`src/rtl/reg_bank_sb_pkg.sv`:
```
// -----------------------------------------------------------------------------
// reg_bank_sb_pkg
// Shared constants for the WISC register bank: register count, select width,
// default data/counter widths and the register select encodings. The same
// encodings drive the downstream read-select mux.
// Helper: sel_decode() turns a 3-bit register select into a one-hot vector.
// Optional feature macro used by the bank: REGBANK_WRITE_BYPASS_EN.
// -----------------------------------------------------------------------------
package reg_bank_sb_pkg;

  localparam int NUM_REGS  = 8;
  localparam int SEL_W     = 3;
  localparam int WIDTH_DEF = 16;
  localparam int CNT_W_DEF = 2;

  typedef enum logic [SEL_W-1:0] {
    REG0_SELECT = 3'd0,
    REG1_SELECT = 3'd1,
    REG2_SELECT = 3'd2,
    REG3_SELECT = 3'd3,
    REG4_SELECT = 3'd4,
    REG5_SELECT = 3'd5,
    REG6_SELECT = 3'd6,
    REG7_SELECT = 3'd7
  } reg_sel_e;

  // One-hot decode of a register select.
  function automatic logic [NUM_REGS-1:0] sel_decode(input logic [SEL_W-1:0] sel);
    logic [NUM_REGS-1:0] w_one;
    w_one = {{(NUM_REGS-1){1'b0}}, 1'b1};
    return w_one << sel;
  endfunction

endpackage : reg_bank_sb_pkg

```
`src/rtl/reg_bank_sb_if.sv`:
```
// -----------------------------------------------------------------------------
// reg_bank_sb_if
// Bundles the register bank's writeback, reservation, read-select and result
// signals.
//   master : pipeline side - drives writeEn/writeRegSel/writeData,
//            reserveEn/reserveRegSel, read1/2RegSel, read1/2Used;
//            observes regData, busy, hazardStall, sbErr.
//   slave  : the register bank - the reverse directions.
// Parameter WIDTH: register data width (regData is WIDTH*8 bits).
// -----------------------------------------------------------------------------
interface reg_bank_sb_if
  import reg_bank_sb_pkg::*;
#(
  parameter int WIDTH = WIDTH_DEF
) ();

  logic                      writeEn;
  logic [SEL_W-1:0]          writeRegSel;
  logic [WIDTH-1:0]          writeData;
  logic                      reserveEn;
  logic [SEL_W-1:0]          reserveRegSel;
  logic [SEL_W-1:0]          read1RegSel;
  logic [SEL_W-1:0]          read2RegSel;
  logic                      read1Used;
  logic                      read2Used;
  logic [WIDTH*NUM_REGS-1:0] regData;
  logic [NUM_REGS-1:0]       busy;
  logic                      hazardStall;
  logic                      sbErr;

  modport master (
    output writeEn, writeRegSel, writeData,
    output reserveEn, reserveRegSel,
    output read1RegSel, read2RegSel, read1Used, read2Used,
    input  regData, busy, hazardStall, sbErr
  );

  modport slave (
    input  writeEn, writeRegSel, writeData,
    input  reserveEn, reserveRegSel,
    input  read1RegSel, read2RegSel, read1Used, read2Used,
    output regData, busy, hazardStall, sbErr
  );

endinterface : reg_bank_sb_if

```
`src/rtl/reg_bank_sb_pend_counter.sv`:
```
// -----------------------------------------------------------------------------
// reg_pend_counter
// Pending-write counter for one register. A reservation increments, a
// writeback decrements, both or neither hold. Saturates at 2^CNT_W-1 and at 0;
// the attempted step past either bound produces a one-cycle error pulse.
// Ports:
//   clk, rst_n   clock / asynchronous active-low reset
//   i_inc        reservation for this register this cycle
//   i_dec        writeback to this register this cycle
//   o_count      current (registered) count
//   o_nonzero    count != 0
//   o_ovf        reservation attempted at max without matching write
//   o_unf        writeback attempted at zero without matching reserve
// -----------------------------------------------------------------------------
module reg_pend_counter #(
  parameter int CNT_W = 2
) (
  input  logic             clk,
  input  logic             rst_n,
  input  logic             i_inc,
  input  logic             i_dec,
  output logic [CNT_W-1:0] o_count,
  output logic             o_nonzero,
  output logic             o_ovf,
  output logic             o_unf
);

  localparam logic [CNT_W-1:0] CNT_MAX  = {CNT_W{1'b1}};
  localparam logic [CNT_W-1:0] CNT_ZERO = {CNT_W{1'b0}};
  localparam logic [CNT_W-1:0] CNT_ONE  = CNT_W'(1);

  logic [CNT_W-1:0] r_count;
  logic [CNT_W-1:0] w_next;
  logic             w_ovf;
  logic             w_unf;

  // Next count and bound-violation pulses.
  always_comb begin
    w_next = r_count;
    w_ovf  = 1'b0;
    w_unf  = 1'b0;
    case ({i_inc, i_dec})
      2'b10: begin
        if (r_count == CNT_MAX) begin
          w_ovf = 1'b1;
        end else begin
          w_next = r_count + CNT_ONE;
        end
      end
      2'b01: begin
        if (r_count == CNT_ZERO) begin
          w_unf = 1'b1;
        end else begin
          w_next = r_count - CNT_ONE;
        end
      end
      default: begin
        w_next = r_count;
      end
    endcase
  end

  // Count register.
  always_ff @(posedge clk or negedge rst_n) begin
    if (!rst_n) begin
      r_count <= CNT_ZERO;
    end else begin
      r_count <= w_next;
    end
  end

  assign o_count   = r_count;
  assign o_nonzero = (r_count != CNT_ZERO);
  assign o_ovf     = w_ovf;
  assign o_unf     = w_unf;

endmodule : reg_pend_counter

```
`src/rtl/reg_bank_sb.sv`:
```
// -----------------------------------------------------------------------------
// reg_bank_sb
// Eight-entry architectural register file with a per-register pending-write
// scoreboard. One writeback per cycle; decode reserves destinations; the bank
// raises hazardStall when a used source operand still has a write in flight.
// Ports:
//   clk     rising-edge clock
//   rst_n   asynchronous active-low reset
//   bus     reg_bank_sb_if.slave - write/reserve/read-select inputs,
//           regData (packed, reg n at [WIDTH*(n+1)-1:WIDTH*n]), busy,
//           hazardStall, sbErr (sticky until reset)
// Optional feature: define REGBANK_WRITE_BYPASS_EN for write-before-read -
//   the slice being written shows writeData in the write cycle, and the final
//   pending write landing this cycle no longer stalls a reader.
// -----------------------------------------------------------------------------
module reg_bank_sb
  import reg_bank_sb_pkg::*;
#(
  parameter int WIDTH = WIDTH_DEF,
  parameter int CNT_W = CNT_W_DEF
) (
  input  logic         clk,
  input  logic         rst_n,
  reg_bank_sb_if.slave bus
);

`ifdef REGBANK_WRITE_BYPASS_EN
  localparam logic BYPASS_EN = 1'b1;
`else
  localparam logic BYPASS_EN = 1'b0;
`endif

  localparam logic [CNT_W-1:0] CNT_ONE = CNT_W'(1);

  logic [WIDTH-1:0]          r_regs [NUM_REGS];
  logic                      r_sb_err;
  logic [NUM_REGS-1:0]       w_wr_dec;
  logic [NUM_REGS-1:0]       w_rsv_dec;
  logic [CNT_W-1:0]          w_cnt  [NUM_REGS];
  logic [NUM_REGS-1:0]       w_nz;
  logic [NUM_REGS-1:0]       w_ovf;
  logic [NUM_REGS-1:0]       w_unf;
  logic [NUM_REGS-1:0]       w_pend;
  logic [WIDTH*NUM_REGS-1:0] w_reg_data;
  logic                      w_stall;

  assign w_wr_dec  = bus.writeEn   ? sel_decode(bus.writeRegSel)   : {NUM_REGS{1'b0}};
  assign w_rsv_dec = bus.reserveEn ? sel_decode(bus.reserveRegSel) : {NUM_REGS{1'b0}};

  for (genvar g = 0; g < NUM_REGS; g++) begin : g_cnt
    reg_pend_counter #(.CNT_W(CNT_W)) u_cnt (
      .clk       (clk),
      .rst_n     (rst_n),
      .i_inc     (w_rsv_dec[g]),
      .i_dec     (w_wr_dec[g]),
      .o_count   (w_cnt[g]),
      .o_nonzero (w_nz[g]),
      .o_ovf     (w_ovf[g]),
      .o_unf     (w_unf[g])
    );
  end

  // Register storage: one writeback per cycle.
  always_ff @(posedge clk or negedge rst_n) begin
    if (!rst_n) begin
      for (int i = 0; i < NUM_REGS; i++) begin
        r_regs[i] <= {WIDTH{1'b0}};
      end
    end else begin
      for (int i = 0; i < NUM_REGS; i++) begin
        if (w_wr_dec[i]) begin
          r_regs[i] <= bus.writeData;
        end else begin
          r_regs[i] <= r_regs[i];
        end
      end
    end
  end

  // Sticky scoreboard error: any counter over/underflow attempt.
  always_ff @(posedge clk or negedge rst_n) begin
    if (!rst_n) begin
      r_sb_err <= 1'b0;
    end else begin
      r_sb_err <= r_sb_err | (|w_ovf) | (|w_unf);
    end
  end

  // Packed read bus, optionally forwarding the in-progress write.
  always_comb begin
    w_reg_data = {(WIDTH*NUM_REGS){1'b0}};
    for (int i = 0; i < NUM_REGS; i++) begin
`ifdef REGBANK_WRITE_BYPASS_EN
      if (w_wr_dec[i]) begin
        w_reg_data[i*WIDTH +: WIDTH] = bus.writeData;
      end else begin
        w_reg_data[i*WIDTH +: WIDTH] = r_regs[i];
      end
`else
      w_reg_data[i*WIDTH +: WIDTH] = r_regs[i];
`endif
    end
  end

  // Pending view used for stalls. With bypass, the last outstanding write
  // arriving this cycle is forwarded, so that register is no longer pending.
  always_comb begin
    w_pend = {NUM_REGS{1'b0}};
    for (int i = 0; i < NUM_REGS; i++) begin
      w_pend[i] = w_nz[i] & ~(BYPASS_EN & w_wr_dec[i] & (w_cnt[i] == CNT_ONE));
    end
  end

  // Stall only for operands the instruction actually reads. A same-cycle
  // reservation is not yet in w_nz, so it never stalls its own instruction.
  always_comb begin
    w_stall = (bus.read1Used & w_pend[bus.read1RegSel]) |
              (bus.read2Used & w_pend[bus.read2RegSel]);
  end

  assign bus.regData     = w_reg_data;
  assign bus.busy        = w_nz;
  assign bus.hazardStall = w_stall;
  assign bus.sbErr       = r_sb_err;

endmodule : reg_bank_sb
```
`src/flat_wrapper.sv`:
```
// flat-port wrapper written by rule: the top's interface ports become plain ports
module reg_bank_sb_flat import reg_bank_sb_pkg::*;
#(
  parameter int WIDTH = WIDTH_DEF,
  parameter int CNT_W = CNT_W_DEF
)
  (clk, rst_n, bus_writeEn, bus_writeRegSel, bus_writeData, bus_reserveEn, bus_reserveRegSel, bus_read1RegSel, bus_read2RegSel, bus_read1Used, bus_read2Used, bus_regData, bus_busy, bus_hazardStall, bus_sbErr);
  reg_bank_sb_if #(.WIDTH(WIDTH)) bus_i ();
  input  logic clk;
  input  logic rst_n;
  input wire logic [$bits(bus_i.writeEn)-1:0] bus_writeEn;
  input wire logic [$bits(bus_i.writeRegSel)-1:0] bus_writeRegSel;
  input wire logic [$bits(bus_i.writeData)-1:0] bus_writeData;
  input wire logic [$bits(bus_i.reserveEn)-1:0] bus_reserveEn;
  input wire logic [$bits(bus_i.reserveRegSel)-1:0] bus_reserveRegSel;
  input wire logic [$bits(bus_i.read1RegSel)-1:0] bus_read1RegSel;
  input wire logic [$bits(bus_i.read2RegSel)-1:0] bus_read2RegSel;
  input wire logic [$bits(bus_i.read1Used)-1:0] bus_read1Used;
  input wire logic [$bits(bus_i.read2Used)-1:0] bus_read2Used;
  output wire logic [$bits(bus_i.regData)-1:0] bus_regData;
  output wire logic [$bits(bus_i.busy)-1:0] bus_busy;
  output wire logic [$bits(bus_i.hazardStall)-1:0] bus_hazardStall;
  output wire logic [$bits(bus_i.sbErr)-1:0] bus_sbErr;
  assign bus_i.writeEn = bus_writeEn;
  assign bus_i.writeRegSel = bus_writeRegSel;
  assign bus_i.writeData = bus_writeData;
  assign bus_i.reserveEn = bus_reserveEn;
  assign bus_i.reserveRegSel = bus_reserveRegSel;
  assign bus_i.read1RegSel = bus_read1RegSel;
  assign bus_i.read2RegSel = bus_read2RegSel;
  assign bus_i.read1Used = bus_read1Used;
  assign bus_i.read2Used = bus_read2Used;
  assign bus_regData = bus_i.regData;
  assign bus_busy = bus_i.busy;
  assign bus_hazardStall = bus_i.hazardStall;
  assign bus_sbErr = bus_i.sbErr;
  reg_bank_sb #(.WIDTH(WIDTH), .CNT_W(CNT_W)) u_core (.clk(clk), .rst_n(rst_n), .bus(bus_i));
endmodule
```
`config.mk`:
```
export PLATFORM = sky130hd
export DESIGN_NAME = reg_bank_sb_flat
export DESIGN_NICKNAME = d
export VERILOG_FILES = /design/src/rtl/reg_bank_sb_pkg.sv /design/src/rtl/reg_bank_sb_if.sv /design/src/rtl/reg_bank_sb_pend_counter.sv /design/src/rtl/reg_bank_sb.sv /design/src/flat_wrapper.sv
export SDC_FILE = /design/constraint.sdc
export NUM_CORES = 1
export LEC_CHECK = 0
export ABC_AREA = 0
export CAP_MARGIN = 10
export CORE_MARGIN = 2
export CORE_UTILIZATION = 45
export CTS_CLUSTER_DIAMETER = 150
export DETAILED_ROUTE_END_ITERATION = 12
export MAX_ROUTING_LAYER = met4
export PLACE_DENSITY_LB_ADDON = 0.05
export RECOVER_POWER = 50
export SLEW_MARGIN = 10
export SYNTH_ARGS = -nofsm -noshare
export SYNTH_HDL_FRONTEND = slang
export SYNTH_SLANG_ARGS = --single-unit
export TNS_END_PERCENT = 5
```
`constraint.sdc`:
```
create_clock -name clk -period 3.25 [get_ports clk]
set_input_delay 0.65 -clock clk [delete_from_list [all_inputs] [get_ports clk]]
set_output_delay 0.65 -clock clk [all_outputs]
set_load 0.005 [all_outputs]
```
==> results.cfg <==
[power]
finalPower_w = 0.00565
leakage_nw = 3.63
ir_drop_mv = 0.448
cellPowerDensity_mw_per_mm2 = 662

[floorplan]
ios = 172
die_h_um = 120
rows = 42
initial_core_util_pct = 46.0
dieArea_mm2 = 0.0144
core_mm2 = 0.0132
die_w_um = 120

[layout]
nets = 651
fillers = 1018
fin_cells = 806
fin_util_pct = 64.7
layout-drive-gt1-share_pct = 29.2
syn2layout_area_growth_pct = 40.8
n_antenna_cell = 0

[timing]
max_freq_ghz = 0.317
fin_skew_ps = 4.42
rsz0062_at_grt = no
fin_ws_ps = 95.4
setup_viol = 0
layout_min_cycle_time_ps = 3150
period_share_pct = 97.1
tns_ps = 0
finalHoldViolations = 0
worst_pin_slew_ps = 1610
drv_slew = 63
max_slew_margin_pct = -7.59

[global_route]
grt_pass1_vias = 4392
use_met1_pct = 28.8
grt_start_max_net_pins = 63
grt_overflow = 0
antenna_found_initial = 0
top_usage_layer = met2
grt_util_met2_pct = 36.1
met3_usage_pct = 6.89
grt.total_usage_pct = 22.9
grt_pass1_wl_mm = 24.1

[synth]
ys_async_sr_fraction_pct = 100
yosysTopAreaCell = dfrtp_1
yosys-top-cells-count = dfrtp_1 (145), mux2_2 (129), nand2_1 (15), o21ai_0 (15), nor2_1 (14)
netlist.area_leader.share_pct = 59.8
ys_seq_area_share_pct = 59.8
synth_ff_type = dfrtp_1
syn-num-nets = 470
synth_area_leaders = dfrtp_1 (60%), mux2_2 (24%), o21ai_0 (1.2%)
syn_area_mm2 = 0.00606
yosysMostFrequentCell = dfrtp_1
yosysUniqueCellTypes = 45
synth_edf_count = 0
syn_inst = 436
ys_warn_count = 0
syn_avg_cell_area_um2 = 13.9
synth_seq_cells = 145

[place]
hpwlAfterDp_mm = 10.7
gp_congestion = 0.829
dp_cells = 774
portBuffers = 171
pre_cts_ws_ps = 65.8

[clock_network]
cts_sinks = 145
clk_latency_ps = 410
cts_tree = done
cts_max_path_buffers = 2
cts_hold_buf = 0
htree_levels = 4
clkTransAtPathRegs_ps = 50
numCtsBuffers = 17
cts_root_buf = clkbuf_16

[status]
status = finished with violations
violations = max-capacitance violations, max-slew violations

[critical_path]
crit_path_top_delay_cell = clkdlybuf4s50_1
end_kind = output pin
cp_common_cell = clkdlybuf4s50_1
worstSetupPathType = primary input to output pin
path_cells = clkdlybuf4s50_1, mux4_2, a21oi_2, a22o_1, clkdlybuf4s50_1
crit_path_start_kind = primary input
slowest_delay_ps = 530
crit_fanout = 3
arrival_ps = 2500
required_ps = 2600

[detailed_routing]
vias = 4224
wl_mm = 15.3
routedWlPerCell_um = 19.0
detail-route-antenna-nets = 0
drt_first_pass_iters = 4
drt_iter0_drc = 209
drcViolationCount = 0
via_per_inst = 5.24

[worst_hold_path]
hold_path.class = flip-flop to flip-flop

[job]
max_cap_violations = 1
-- sequential cells by signal (all words and copies together), names as in the netlist --
register,cells
u_core.g_cnt.u_cnt.o_count,16
u_core.bus.regData,128
u_core.bus.sbErr,1
-- worst max-delay path: cells and delay by family --
kind	cells	cell delay [ps]
buffers and inverters	2	1030
multiplexers	1	530
AO/OA/AOI/OAI	2	290
-- path summary, 6_finish.rpt --
kind / start / end / slack [ps] / cells past startpoint
worst max-delay path: bus_read1RegSel[0] / bus_hazardStall / 100 / 5
worst min-delay path: u_core.bus.regData[42]$_DFFE_PN0P_ / u_core.bus.regData[42]$_DFFE_PN0P_ / 500 / 1
worst max register to register: u_core.g_cnt[2].u_cnt.o_count[1]$_DFFE_PN0P_ / u_core.bus.sbErr$_DFF_PN0_ / 1800 / 5
worst min register to register: u_core.bus.regData[42]$_DFFE_PN0P_ / u_core.bus.regData[42]$_DFFE_PN0P_ / 500 / 1
max in group asynchronous: rst_n / u_core.bus.regData[15]$_DFFE_PN0P_ / 930 / 2
min in group asynchronous: rst_n / u_core.bus.regData[114]$_DFFE_PN0P_ / 630 / 1
-- report_power, final --
part,switching [W],internal (W),total [W]
logic,0.000472,0.000914,0.00139
clock network,0.000696,0.00111,0.00180
registers,0.000254,0.00221,0.00247
total,0.00142,0.00423,0.00565
-- routing by layer --
layer	vias up	share of wire, %
met4	0	1.0
li1	1922	-
met3	17	6.3
met2	122	49
met1	2163	43
met5	-	0
-- cell type report --
type / instances / area (um^2) / area share (%)
sequential: 145 / 3630 / 42.5
inverter: 12 / 45.0 / 0.527
clock inverter: 6 / 55.1 / 0.645
multi-input combinational: 253 / 2280 / 26.8
tap: 176 / 220 / 2.58
timing repair buffer: 188 / 1820 / 21.3
clock buffer: 26 / 489 / 5.73
-- per-stage QoR --
step / hold slack (ps) / cell area [um^2]
2_1_floorplan: 354 / 6060
3_3_place_gp: 486 / 8020
3_5_place_dp: 492 / 8020
4_1_cts: 230 / 8570
5_1_grt: 507 / 8540
6_report: 497 / 8540
-- cell families (layout without fill, tap and decap cells) --
| group | after synthesis | count (layout) | synth area share [%] |
|---|---|---|---|
| DFF | 145 | 145 | 59.8 |
| muxes | 131 | 131 | 24.7 |
| and+or+nand+nor | 74 | 74 | 7.41 |
| AOI/OAI and AO/OA | 48 | 48 | 4.87 |
| buffers and inverters | 38 | 232 | 3.20 |
-- cells in the final DEF (no fill, tap or decap), types with 4 or more instances in the layout --
| master | synthesis | layout |
|---|---|---|
| dfrtp_1 | 145 | 145 |
| mux2_2 | 129 | 129 |
| clkdlybuf4s50_1 | 0 | 109 |
| dlygate4sd3_1 | 0 | 60 |
| clkbuf_16 | 0 | 17 |
| nand2_1 | 15 | 15 |
| o21ai_0 | 15 | 15 |
| nor2_1 | 14 | 14 |
| inv_1 | 12 | 12 |
| a21oi_1 | 12 | 11 |
| buf_4 | 8 | 11 |
| clkbuf_1 | 6 | 10 |
| nor3_1 | 8 | 8 |
| a211oi_1 | 6 | 6 |
| clkinv_2 | 0 | 5 |
| or2_2 | 4 | 4 |
| nand4_1 | 4 | 4 |
| nand3_1 | 4 | 4 |
-- what timing repair did --
action / 4_1_cts / 5_1_grt
endpoints found under the setup margin: 0 / 1
setup buffers: 0 / 0
gates resized for setup: 0 / 2
Power figures use the tool's default switching activity.
